### config.mk
export PLATFORM = sky130hd
export DESIGN_NAME = trace_port_deserializer
export DESIGN_NICKNAME = d
export VERILOG_FILES = /design/src/rtl/trace_port_deserializer.sv
export SDC_FILE = /design/constraint.sdc
export NUM_CORES = 1
export LEC_CHECK = 0
export ABC_AREA = 1
export CAP_MARGIN = 10
export CELL_PAD_IN_SITES_DETAIL_PLACEMENT = 1
export CELL_PAD_IN_SITES_GLOBAL_PLACEMENT = 1
export CORE_MARGIN = 5
export CORE_UTILIZATION = 40
export CTS_BUF_LIST = sky130_fd_sc_hd__clkbuf_8
export DETAILED_ROUTE_END_ITERATION = 8
export PLACE_DENSITY = 0.87
export REMOVE_ABC_BUFFERS = 1
export SYNTH_ARGS = -nofsm -noshare
export SYNTH_HDL_FRONTEND = slang
export SYNTH_SLANG_ARGS = --single-unit
export TNS_END_PERCENT = 10
### constraint.sdc
create_clock -name fe_clk -period 4.3 [get_ports fe_clk]
set_clock_uncertainty 0.05 [all_clocks]
set_input_delay 1.075 -clock fe_clk [delete_from_list [all_inputs] [get_ports fe_clk]]
set_output_delay 1.075 -clock fe_clk [all_outputs]
set_load 0.01 [all_outputs]
### src/rtl/trace_port_deserializer.sv
// TPIU trace-port front end: 1/2/4/8-lane sampling, optional lane reversal, full-sync hunt and byte alignment.
// Optional statistics counters are built when TRACE_DESER_STATS_EN is defined; otherwise they are tied to 0.
module trace_port_deserializer #(
   parameter int pMAX_WIDTH      = 4,
   parameter int pSYNC_CNT_WIDTH = 16
) (
   input  logic                       fe_clk,
   input  logic                       reset,
   input  logic [pMAX_WIDTH-1:0]      trace_data_in,
   input  logic                       I_enable,
   input  logic [1:0]                 I_port_width,
   input  logic                       I_reverse,
   output logic [7:0]                 O_data,
   output logic                       O_data_valid,
   output logic                       synchronized,
   output logic                       O_realign,
   output logic                       O_cfg_err,
   output logic [pSYNC_CNT_WIDTH-1:0] O_sync_count,
   output logic [7:0]                 O_realign_count
);

   localparam int MAX_LOG2 = $clog2(pMAX_WIDTH);

   typedef enum logic {HUNT = 1'b0, LOCKED = 1'b1} state_t;

   state_t                state, state_nxt;
   logic [pMAX_WIDTH-1:0] sample_p0;
   logic [7:0]            raw8, mapped, lane_mask;
   logic [3:0]            n_lanes;
   logic [5:0]            ones_cnt, ones_nxt;
   logic [6:0]            ones_sum;
   logic [3:0]            bit_ptr, ptr_nxt, ptr_sum;
   logic [7:0]            shift_p1, shift_nxt, shift_shifted;
   logic [1:0]            width_q;
   logic                  rev_q;
   logic                  all_ones, sync_hit, abort, byte_done;
   logic                  emit, realign_nxt;

   // Lane i is swapped with lane n-1-i; lanes at or above n read as zero.
   function automatic logic [7:0] map_lanes(input logic [7:0] raw, input logic [3:0] n, input logic rev);
      logic [7:0] m;
      logic [2:0] idx;
      m = '0;
      for (int i = 0; i < 8; i++) begin
         if (4'(i) < n) begin
            idx       = rev ? 3'(n - 4'd1 - 4'(i)) : 3'(i);
            m[3'(i)]  = raw[idx];
         end
      end
      return m;
   endfunction

   assign O_cfg_err    = (I_port_width > 2'(MAX_LOG2));
   assign synchronized = (state == LOCKED);

   // Stage p0: pins registered once
   always_ff @(posedge fe_clk or posedge reset) begin
      if (reset) sample_p0 <= '0;
      else       sample_p0 <= trace_data_in;
   end

   always_comb begin
      n_lanes   = 4'd1;
      lane_mask = 8'h01;
      case (I_port_width)
         2'd0: begin n_lanes = 4'd1; lane_mask = 8'h01; end
         2'd1: begin n_lanes = 4'd2; lane_mask = 8'h03; end
         2'd2: begin n_lanes = 4'd4; lane_mask = 8'h0F; end
         2'd3: begin n_lanes = 4'd8; lane_mask = 8'hFF; end
         default: begin n_lanes = 4'd1; lane_mask = 8'h01; end
      endcase
   end

   assign raw8          = 8'(sample_p0);
   assign mapped        = map_lanes(raw8, n_lanes, I_reverse);
   assign all_ones      = (mapped == lane_mask);
   assign sync_hit      = (mapped == (lane_mask >> 1)) && !O_cfg_err &&
                          (7'(ones_cnt) >= (7'd32 - 7'(n_lanes)));
   assign abort         = !I_enable || O_cfg_err || (I_port_width != width_q) || (I_reverse != rev_q);
   assign ones_sum      = 7'(ones_cnt) + 7'(n_lanes);
   assign ptr_sum       = bit_ptr + n_lanes;
   assign byte_done     = (ptr_sum == 4'd8);
   // New lanes enter at the top so the earliest sample ends up in the byte LSBs.
   assign shift_shifted = (shift_p1 >> n_lanes) | (mapped << (4'd8 - n_lanes));

   always_ff @(posedge fe_clk or posedge reset) begin
      if (reset) state <= HUNT;
      else       state <= state_nxt;
   end

   always_comb begin
      state_nxt = state;
      if (abort) begin
         state_nxt = HUNT;
      end else begin
         case (state)
            HUNT:    if (sync_hit) state_nxt = LOCKED;
            LOCKED:  state_nxt = LOCKED;
            default: state_nxt = HUNT;
         endcase
      end
   end

   always_comb begin
      ones_nxt    = all_ones ? ((ones_sum > 7'd63) ? 6'd63 : ones_sum[5:0]) : 6'd0;
      ptr_nxt     = bit_ptr;
      shift_nxt   = shift_shifted;
      emit        = 1'b0;
      realign_nxt = 1'b0;
      if (abort) begin
         ones_nxt  = 6'd0;
         ptr_nxt   = 4'd0;
         shift_nxt = '0;
      end else begin
         case (state)
            HUNT: begin
               ptr_nxt = 4'd0;
               if (sync_hit) shift_nxt = '0;
            end
            LOCKED: begin
               ptr_nxt = ptr_sum;
               if (byte_done) begin
                  emit    = 1'b1;
                  ptr_nxt = 4'd0;
               end else if (sync_hit) begin
                  realign_nxt = 1'b1;
                  ptr_nxt     = 4'd0;
                  shift_nxt   = '0;
               end
            end
            default: ptr_nxt = 4'd0;
         endcase
      end
   end

   // Stage p1: byte assembly and aligned output
   always_ff @(posedge fe_clk or posedge reset) begin
      if (reset) begin
         ones_cnt     <= '0;
         bit_ptr      <= '0;
         width_q      <= '0;
         rev_q        <= 1'b0;
         O_data       <= '0;
         O_data_valid <= 1'b0;
         O_realign    <= 1'b0;
      end else begin
         ones_cnt     <= ones_nxt;
         bit_ptr      <= ptr_nxt;
         width_q      <= I_port_width;
         rev_q        <= I_reverse;
         O_data_valid <= emit;
         O_realign    <= realign_nxt;
         if (emit) O_data <= shift_nxt;
      end
   end

   always_ff @(posedge fe_clk) begin
      shift_p1 <= shift_nxt;
   end

`ifdef TRACE_DESER_STATS_EN
   logic [pSYNC_CNT_WIDTH-1:0] sync_cnt;
   logic [7:0]                 realign_cnt;

   always_ff @(posedge fe_clk or posedge reset) begin
      if (reset) begin
         sync_cnt    <= '0;
         realign_cnt <= '0;
      end else begin
         if (sync_hit && !(&sync_cnt))         sync_cnt    <= sync_cnt + pSYNC_CNT_WIDTH'(1);
         if (realign_nxt && realign_cnt != 8'hFF) realign_cnt <= realign_cnt + 8'd1;
      end
   end

   assign O_sync_count    = sync_cnt;
   assign O_realign_count = realign_cnt;
`else
   assign O_sync_count    = '0;
   assign O_realign_count = '0;
`endif

endmodule

==> impl_metrics.json, run 1 <==
{
  "crit_type": "in2reg",
  "rsz0062_at_grt": "no",
  "start_util_pct": 40.9,
  "synth_edf_count": 0,
  "multi_input_area_um2": 1400,
  "vias": 2350,
  "final_max_slew_viol_count": 0,
  "min_to": "O_data[2]$_DFFE_PP0P_",
  "diodes": 0,
  "avgSynthCellArea_um2": 7.23,
  "worstMarginPinSlew_ns": 0.666,
  "met1_usage_pct": 19.1,
  "maxSlewHeadroom_pct": 55.5,
  "use_met3_pct": 2.92,
  "dpl-instance-area_um2": 2780,
  "drc_errors": 0,
  "cts_resized": 0,
  "fin_nets": 410,
  "avgRoutedWirePerCell_um": 15.9,
  "endpoint_kind": "register",
  "grt_usage_pct": 17.9,
  "p_leak_nw": 1.45,
  "worstPathRequired_ns": 4.42,
  "final_util_pct": 46.2,
  "clk_pin_slew_ns": 0.07,
  "drive_gt1_share_pct": 8.09,
  "finalHoldViolCount": 0,
  "fill_cells": 838,
  "ir_drop_v": 0.000157,
  "power_density_nw_per_um2": 270,
  "numClockSinks": 36,
  "via_per_inst": 5.11,
  "rrSetupSlack_ns": 2.25,
  "fin_area_um2": 2920,
  "maxCapViolations": 0,
  "ys.flop_type": "dfrtp_1",
  "cp_max_fo": 14,
  "r2r-end": "shift_p1[1]$_DFF_P_",
  "finalCritPeriodShare_pct": 90.7,
  "die_h_um": 90.3,
  "holdWs_ns": 0.431,
  "core-area_um2": 6310,
  "fin_tns_setup_ns": 0,
  "cts_buffer_depth": 2,
  "ios": 46,
  "clk_latency_ns": 0.29,
  "setup_viol": 0,
  "ys_seq_area_share_pct": 33.3,
  "start_kind": "primary input",
  "cts-htree-levels": 2,
  "critPathTopFamily": "simple AND/OR/NAND/NOR gates",
  "r2r-start": "ones_cnt[2]$_DFF_PP0_",
  "dieWidth_um": 90.3,
  "regArea_um2": 861,
  "cts_root_buf": "clkbuf_8",
  "syn_inst": 357,
  "cts_tree": "built",
  "hold_start": "O_data[2]$_DFFE_PP0P_",
  "drt.antenna.violating_nets": 0,
  "ys_top_cells_by_area": "dfrtp_1 (27%), nand2_1 (12%), ha_1 (8.2%)",
  "crit_buf_inv": 4,
  "hold_path_class": "reg2reg",
  "yosysMostFrequentCell": "nand2_1",
  "port_buffers": 21,
  "wl_um": 7320,
  "cts_buffers": 5,
  "path_depth": 16,
  "antenna_found_initial": 0,
  "ys_ff_latch": 36,
  "place.gp.congestion": 0.875,
  "grtUsageMet2_pct": 34.2,
  "fp.dieArea_um2": 8160,
  "status": "finished, final reports clean",
  "top_usage_layer": "met2",
  "rr_worst_depth": 10,
  "path_cells": "clkdlybuf4s50_1, inv_1, ha_1, inv_2, nand2_1, nand2_1, nand3_1, nand3_1, inv_1, ha_1, nor2_1, nand3_1, nor2_1, nand2_1, nand2_2, nor2_1",
  "fp-row-count": 29,
  "overflow": 0,
  "drtIter0Drc": 109,
  "period_minus_slack_ns": 3.90,
  "cts_hold_buffers": 0,
  "syn-cell-area_um2": 2580,
  "area_growth_pct": 13.0,
  "yosysWarningCount": 0,
  "hpwlAfterDp_um": 5690,
  "drt-pass1-iter-count": 4,
  "fmax_mhz": 256,
  "grt_pass1_vias": 2509,
  "yosys.area.top_type": "dfrtp_1",
  "holdPathStages": 2,
  "yosys-top-cells-count": "nand2_1 (81), inv_1 (41), nor2_1 (41), dfrtp_1 (28), nand3_1 (28)",
  "synth_async_sr_flop_share_pct": 77.8,
  "grt_pass1_wl_um": 11800,
  "yosysTopAreaCellShare_pct": 27.1,
  "synth_cell_types": 39,
  "grt_max_degree": 29,
  "cp_data_arrival_time_ns": 4.02,
  "crit_path_top_delay_cell": "clkdlybuf4s50_1",
  "post_cts_buffers": 0,
  "cp_slowest_stage_delay_ns": 0.63
}
-- sequential cells by signal, summed over array words and instances, names as in the netlist --
signal        flops
O_data            8
shift_p1          8
ones_cnt          6
bit_ptr           4
sample_p0         4
width_q           2
O_data_valid      1
O_realign         1
rev_q             1
synchronized      1
-- cells in the final DEF, fill, tap and decap left out, types with 2 or more instances in the layout --
master           synthesis  routed
a21oi_1                 14      14
buf_4                   27       6
clkbuf_8                 0       5
clkdlybuf4s50_1          0      21
conb_1                   2      25
dfrtp_1                 28      28
dfxtp_1                  8       8
ha_1                    17      17
inv_1                   41      42
inv_2                    3       3
nand2_1                 81      81
nand2_2                  2       2
nand3_1                 28      28
nand4_1                  3       3
nor2_1                  41      41
nor2_4                   2       2
nor3_1                   3       3
o211ai_1                 2       2
o21ai_0                 22      22
o21ai_1                  2       2
o21ai_2                  3       3
or2_2                    2       2
xnor2_1                  3       3
xor2_1                   3       3
-- power breakdown --
group	leakage [nW]	switching, W	internal, W	total (W)
clock	0.0593	0.000127	0.000170	0.000297
sequential	0.440	0.00000256	0.000342	0.000344
combinational	0.955	0.0000993	0.0000467	0.000146
total	1.45	0.000229	0.000558	0.000787
-- through the flow --
step / power (W) / setup WS, ns / cells
6_report: 0.000787 / 0.400 / 460
5_1_grt: 0.000826 / 0.201 / 460
3_5_place_dp: 0.000490 / 0.132 / 451
2_1_floorplan: 0.000442 / 1.17 / 347
4_1_cts: 0.000790 / 0.415 / 459
3_3_place_gp: 0.000483 / 0.364 / 451
-- final cells by class --
type | count | area share [%]
Inverter | 45 | 5.79
Clock buffer | 5 | 2.36
Timing Repair Buffer | 28 | 9.70
Tap cell | 77 | 3.30
Clock inverter | 3 | 1.33
Sequential cell | 36 | 29.5
Multi-Input combinational cell | 266 | 48.0
-- cell families (layout without fill, tap and decap cells) --
group	count (synthesis)	after routing	synth area share [%]
compound gates	49	49	10.8
xor+xnor	7	7	2.67
fa+ha+maj	18	18	9.02
buf+inv	78	81	15.8
flops	36	36	33.3
other cells	2	25	0.291
simple gates	167	167	28.1
-- how the worst max path moves through the flow --
| stage | end | start | slack [ns] |
|---|---|---|---|
| 2_1_floorplan | shift_p1[2]$_DFF_P_ | I_port_width[1] | 1.17 |
| 3_3_place_gp | shift_p1[1]$_DFF_P_ | I_port_width[0] | 0.36 |
| 3_5_place_dp | shift_p1[4]$_DFF_P_ | I_port_width[0] | 0.13 |
| 4_1_cts | O_cfg_err | I_port_width[0] | 0.41 |
| 5_1_grt | shift_p1[1]$_DFF_P_ | I_port_width[0] | 0.20 |
| 6_report | shift_p1[1]$_DFF_P_ | I_port_width[0] | 0.40 |
-- per-layer routing --
layer  part of all wire, %  vias up
li1                      -     1126
met1                    38     1137
met2                    54       68
met3                   5.1       19
met4                   2.5        0
met5                     0        -
-- tightest hold or removal path, delay by kind of cell, from the launching register on --
family	cells	cell delay, ns
and+or+nand+nor	2	0.10
DFF	1	0.34
Power figures use the tool's default switching activity.
==> inputs of run 2 (changes only) <==
Settings changed: CAP_MARGIN 10 to 15, CORE_UTILIZATION 40 to 39, GPL_TIMING_DRIVEN set to 0, PLACE_DENSITY 0.87 to 0.85.
Clock period 4.3 ns to 4 ns, I/O delays scaled along.
==> impl_metrics.json, run 2 (synthesis gave the netlist of run 1 again) <==
{
  "status": "finished, final reports clean",
  "fp.dieArea_um2": 8350,
  "cts_root_buf": "clkbuf_8",
  "totalPowerFinal_w": 0.000850,
  "place.gp.congestion": 0.801,
  "via_per_inst": 5.03,
  "grt_usage_pct": 16.4,
  "ios": 46,
  "drt.antenna.violating_nets": 0,
  "maxCapViolations": 0,
  "finalCritPeriodShare_pct": 95.5,
  "dieWidth_um": 91.4,
  "endpoint_kind": "output pin",
  "worstMarginPinSlew_ns": 0.720,
  "start_util_pct": 40.4,
  "setup_viol": 0,
  "hpwlAfterDp_um": 5020,
  "avgRoutedWirePerCell_um": 14.5,
  "p_leak_nw": 1.41,
  "period_minus_slack_ns": 3.82,
  "hold_path_class": "reg2reg",
  "fin_nets": 404,
  "final_common_cell": "nand2_1",
  "grt_max_degree": 29,
  "maxSlewHeadroom_pct": 51.9,
  "drt-pass1-iter-count": 4,
  "numClockSinks": 36,
  "final_max_slew_viol_count": 0,
  "area_growth_pct": 12.3,
  "grt_pass1_wl_um": 11300,
  "port_buffers": 21,
  "largestRegisters": "O_data x8, shift_p1 x8, ones_cnt x6",
  "rsz0062_at_grt": "no",
  "die_h_um": 91.4,
  "wl_um": 6600,
  "crit_type": "in2out",
  "diodes": 0,
  "cts-htree-levels": 2,
  "final_cell_mix": "nand2_1 (81), inv_1 (41), nor2_1 (39), dfrtp_1 (28), nand3_1 (28)",
  "holdWs_ns": 0.436,
  "cp_max_fo": 16,
  "fmax_mhz": 262,
  "cts_buffers": 5,
  "fin_area_um2": 2900,
  "grt_pass1_vias": 2390,
  "overflow": 0,
  "fp-row-count": 29,
  "antenna_found_initial": 0,
  "finalHoldViolCount": 0,
  "drc_errors": 0,
  "cp_data_arrival_time_ns": 2.77,
  "ir_drop_v": 0.000189,
  "core-area_um2": 6390,
  "clk_latency_ns": 0.30,
  "clk_pin_slew_ns": 0.08,
  "post_cts_buffers": 0,
  "rrSetupSlack_ns": 1.98,
  "drive_gt1_share_pct": 8.49,
  "worstPathRequired_ns": 2.95,
  "cts_tree": "built",
  "start_kind": "primary input",
  "power_density_nw_per_um2": 293,
  "dpl-instance-area_um2": 2740,
  "vias": 2283,
  "cts_buffer_depth": 2,
  "drtIter0Drc": 86
}
## run 2: cell types whose count changed in the layout (fill, tap and decap cells not counted)
cell	change
buf_4	-6
ha_1	-4
ha_2	+4
nor2_1	-2
clkinvlp_4	+1
inv_1	-1
inv_2	-1
inv_4	+1
nor2_2	+1
nor2_4	+1
## run 2: repair_timing
action | 4_1_cts | 5_1_grt
resized for setup | 2 | 6
hold buffers | 0 | 0
setup endpoints to repair | 14 | 14
## run 2: layout make-up
type	count	area [um2]
inverter	45	171
clock inverter	3	42.5
timing repair buffer	22	238
fill	821	3490
sequential	36	861
multi-input combinational	266	1420
tap	77	96.3
clock buffer	5	68.8
## run 2: critical path, cell delays in order
cell             delay, ns
clkdlybuf4s50_1       0.66
ha_2                  0.49
clkdlybuf4s50_1       0.61
## run 2: metrics by stage
| stage | util (%) | cells | TNS (ns) | setup WS, ns |
|---|---|---|---|---|
| global route | 45.4 | 454 | 0 | 0.0430 |
| CTS | 44.7 | 453 | 0 | 0.0255 |
| finish | 45.4 | 454 | 0 | 0.178 |
| detailed placement | 42.8 | 445 | -5.99 | -0.433 |
| floorplan | - | 347 | 0 | 0.949 |
| global placement | 42.8 | 445 | -4.37 | -0.332 |
## run 2: final timing paths
path                       cells after the start                  start                      to
setup / recovery                               3        I_port_width[0]               O_cfg_err
hold / removal                                 2  O_data[6]$_DFFE_PP0P_   O_data[6]$_DFFE_PP0P_
setup reg to reg                              10   bit_ptr[1]$_DFF_PP0_   O_data[5]$_DFFE_PP0P_
hold reg to reg                                2  O_data[6]$_DFFE_PP0P_   O_data[6]$_DFFE_PP0P_
max in group asynchronous                      3                  reset  sample_p0[3]$_DFF_PP0_
min in group asynchronous                      2                  reset    bit_ptr[0]$_DFF_PP0_
## run 2: per-layer routing
layer | track usage [%] | routed length [um] | up-vias
li1 | - | - | 1118
met1 | 19.3 | 2820 | 1123
met2 | 30.0 | 3470 | 34
met3 | 2.64 | 207 | 8
met4 | 5.26 | 103 | 0
met5 | 0 | 0 | -
## run 2: report_power, final
| group | switching [W] | internal, W | total, W |
|---|---|---|---|
| registers | 0.00000272 | 0.000367 | 0.000370 |
| logic | 0.000102 | 0.0000476 | 0.000150 |
| clock network | 0.000146 | 0.000185 | 0.000331 |
| total | 0.000251 | 0.000600 | 0.000850 |
==> inputs of run 3 (changes only) <==
Settings changed: CTS_BUF_LIST sky130_fd_sc_hd__clkbuf_8 to sky130_fd_sc_hd__clkbuf_4, PLACE_DENSITY 0.85 to 0.88.
==> impl_metrics.json, run 3 (synthesis gave the netlist of run 1 again) <==
{
  "status": "finished, final reports clean",
  "grt_max_degree": 29,
  "worstMarginPinSlew_ns": 0.615,
  "overflow": 0,
  "cp_data_arrival_time_ns": 2.78,
  "worstPathRequired_ns": 2.95,
  "cp_max_fo": 16,
  "dpl.cell_count": 445,
  "die_h_um": 91.4,
  "antenna_found_initial": 0,
  "fp-row-count": 29,
  "drtIter0Drc": 87,
  "fill_cells": 841,
  "drt.antenna.violating_nets": 0,
  "totalPowerFinal_w": 0.000783,
  "holdPathStages": 2,
  "drt-pass1-iter-count": 4,
  "place.gp.congestion": 0.820,
  "fp.dieArea_um2": 8350,
  "post_cts_buffers": 0,
  "area_growth_pct": 10.5,
  "maxCapViolations": 0,
  "r2r-end": "O_data[5]$_DFFE_PP0P_",
  "cts-htree-levels": 2,
  "via_per_inst": 4.99,
  "rsz0062_at_grt": "no",
  "ir_drop_v": 0.000141,
  "ios": 46,
  "r2r-start": "bit_ptr[1]$_DFF_PP0_",
  "core-area_um2": 6390,
  "setup.worst_path.start": "I_port_width[0]",
  "grt_usage_pct": 16.2,
  "diodes": 0,
  "endpoint_kind": "output pin",
  "cts_tree": "built",
  "finalHoldViolCount": 0,
  "power_density_nw_per_um2": 275,
  "vias": 2265,
  "hpwlAfterDp_um": 5090,
  "cts_buffer_depth": 2,
  "cts_root_buf": "clkbuf_4",
  "numClockSinks": 36,
  "hold_start": "O_data[7]$_DFFE_PP0P_",
  "final_cell_mix": "nand2_1 (81), inv_1 (41), nor2_1 (39), dfrtp_1 (28), nand3_1 (28)",
  "largestRegisters": "O_data x8, shift_p1 x8, ones_cnt x6",
  "start_kind": "primary input",
  "rr_worst_depth": 10,
  "grt_pass1_vias": 2409,
  "final_max_slew_viol_count": 0,
  "dieWidth_um": 91.4,
  "p_leak_nw": 1.40,
  "holdWs_ns": 0.446,
  "cts_buffers": 5,
  "setup_viol": 0,
  "finalCritPeriodShare_pct": 95.6,
  "fmax_mhz": 261,
  "drive_gt1_share_pct": 8.22,
  "final_common_cell": "nand2_1",
  "crit_type": "in2out",
  "rrSetupSlack_ns": 2.02,
  "min_to": "O_data[7]$_DFFE_PP0P_",
  "period_minus_slack_ns": 3.83,
  "finalNonFillerCells": 454,
  "drc_errors": 0,
  "start_util_pct": 40.4,
  "port_buffers": 21,
  "hold_path_class": "reg2reg",
  "grt_pass1_wl_um": 11100,
  "maxSlewHeadroom_pct": 58.9,
  "clk_pin_slew_ns": 0.11,
  "avgRoutedWirePerCell_um": 14.3,
  "wl_um": 6480,
  "fin_nets": 404,
  "clk_latency_ns": 0.35
}
==> run 3: area by class of cell <==
cell class / instances / area, um2 / share of cell area [%]
timing repair buffer: 22 / 225 / 7.90
sequential: 36 / 861 / 30.2
inverter: 45 / 171 / 6.01
clock buffer: 5 / 37.5 / 1.32
clock inverter: 3 / 42.5 / 1.49
multi-input combinational: 266 / 1420 / 49.7
tap: 77 / 96.3 / 3.38
==> run 3: repair_timing <==
action	in CTS	in global routing
hold buffers	0	0
gates resized for setup	2	5
endpoints found under the setup margin	14	14
==> run 3: how the worst max path moves through the flow <==
| stage | to | slack, ns |
|---|---|---|
| detailed placement | shift_p1[1]$_DFF_P_ | -0.46 |
| global placement | shift_p1[1]$_DFF_P_ | -0.30 |
| CTS | shift_p1[1]$_DFF_P_ | 0.12 |
| global route | shift_p1[4]$_DFF_P_ | 0.01 |
| finish | O_cfg_err | 0.17 |
| floorplan | shift_p1[2]$_DFF_P_ | 0.95 |
==> run 3: layer usage <==
| metal | GRT usage [%] | wire length [um] | up-vias |
|---|---|---|---|
| li1 | - | - | 1118 |
| met1 | 18.6 | 2780 | 1089 |
| met2 | 29.1 | 3320 | 43 |
| met3 | 3.14 | 255 | 15 |
| met4 | 6.85 | 126 | 0 |
| met5 | 0 | 0 | - |
==> run 3: per-stage QoR <==
step / setup slack, ns / utilization [%] / TNS (ns) / cell area (um2)
finish: 0.175 / 44.7 / 0 / 2850
global route: 0.0144 / 44.7 / 0 / 2850
CTS: 0.119 / 44.2 / 0 / 2820
detailed placement: -0.463 / 42.8 / -6.39 / 2740
global placement: -0.303 / 42.8 / -3.93 / 2740
floorplan: 0.949 / - / 0 / 2430
==> run 3: report_power, final <==
part	internal [W]	switching (W)	leakage, nW
Sequential	0.000368	0.00000254	0.440
Clock	0.000130	0.000135	0.0412
Combinational	0.0000459	0.000101	0.917
Total	0.000544	0.000239	1.40
==> run 3: critical path, cell delays in order <==
cell and delay, ns:
clkdlybuf4s50_1 0.66, ha_2 0.49, clkdlybuf4s50_1 0.62
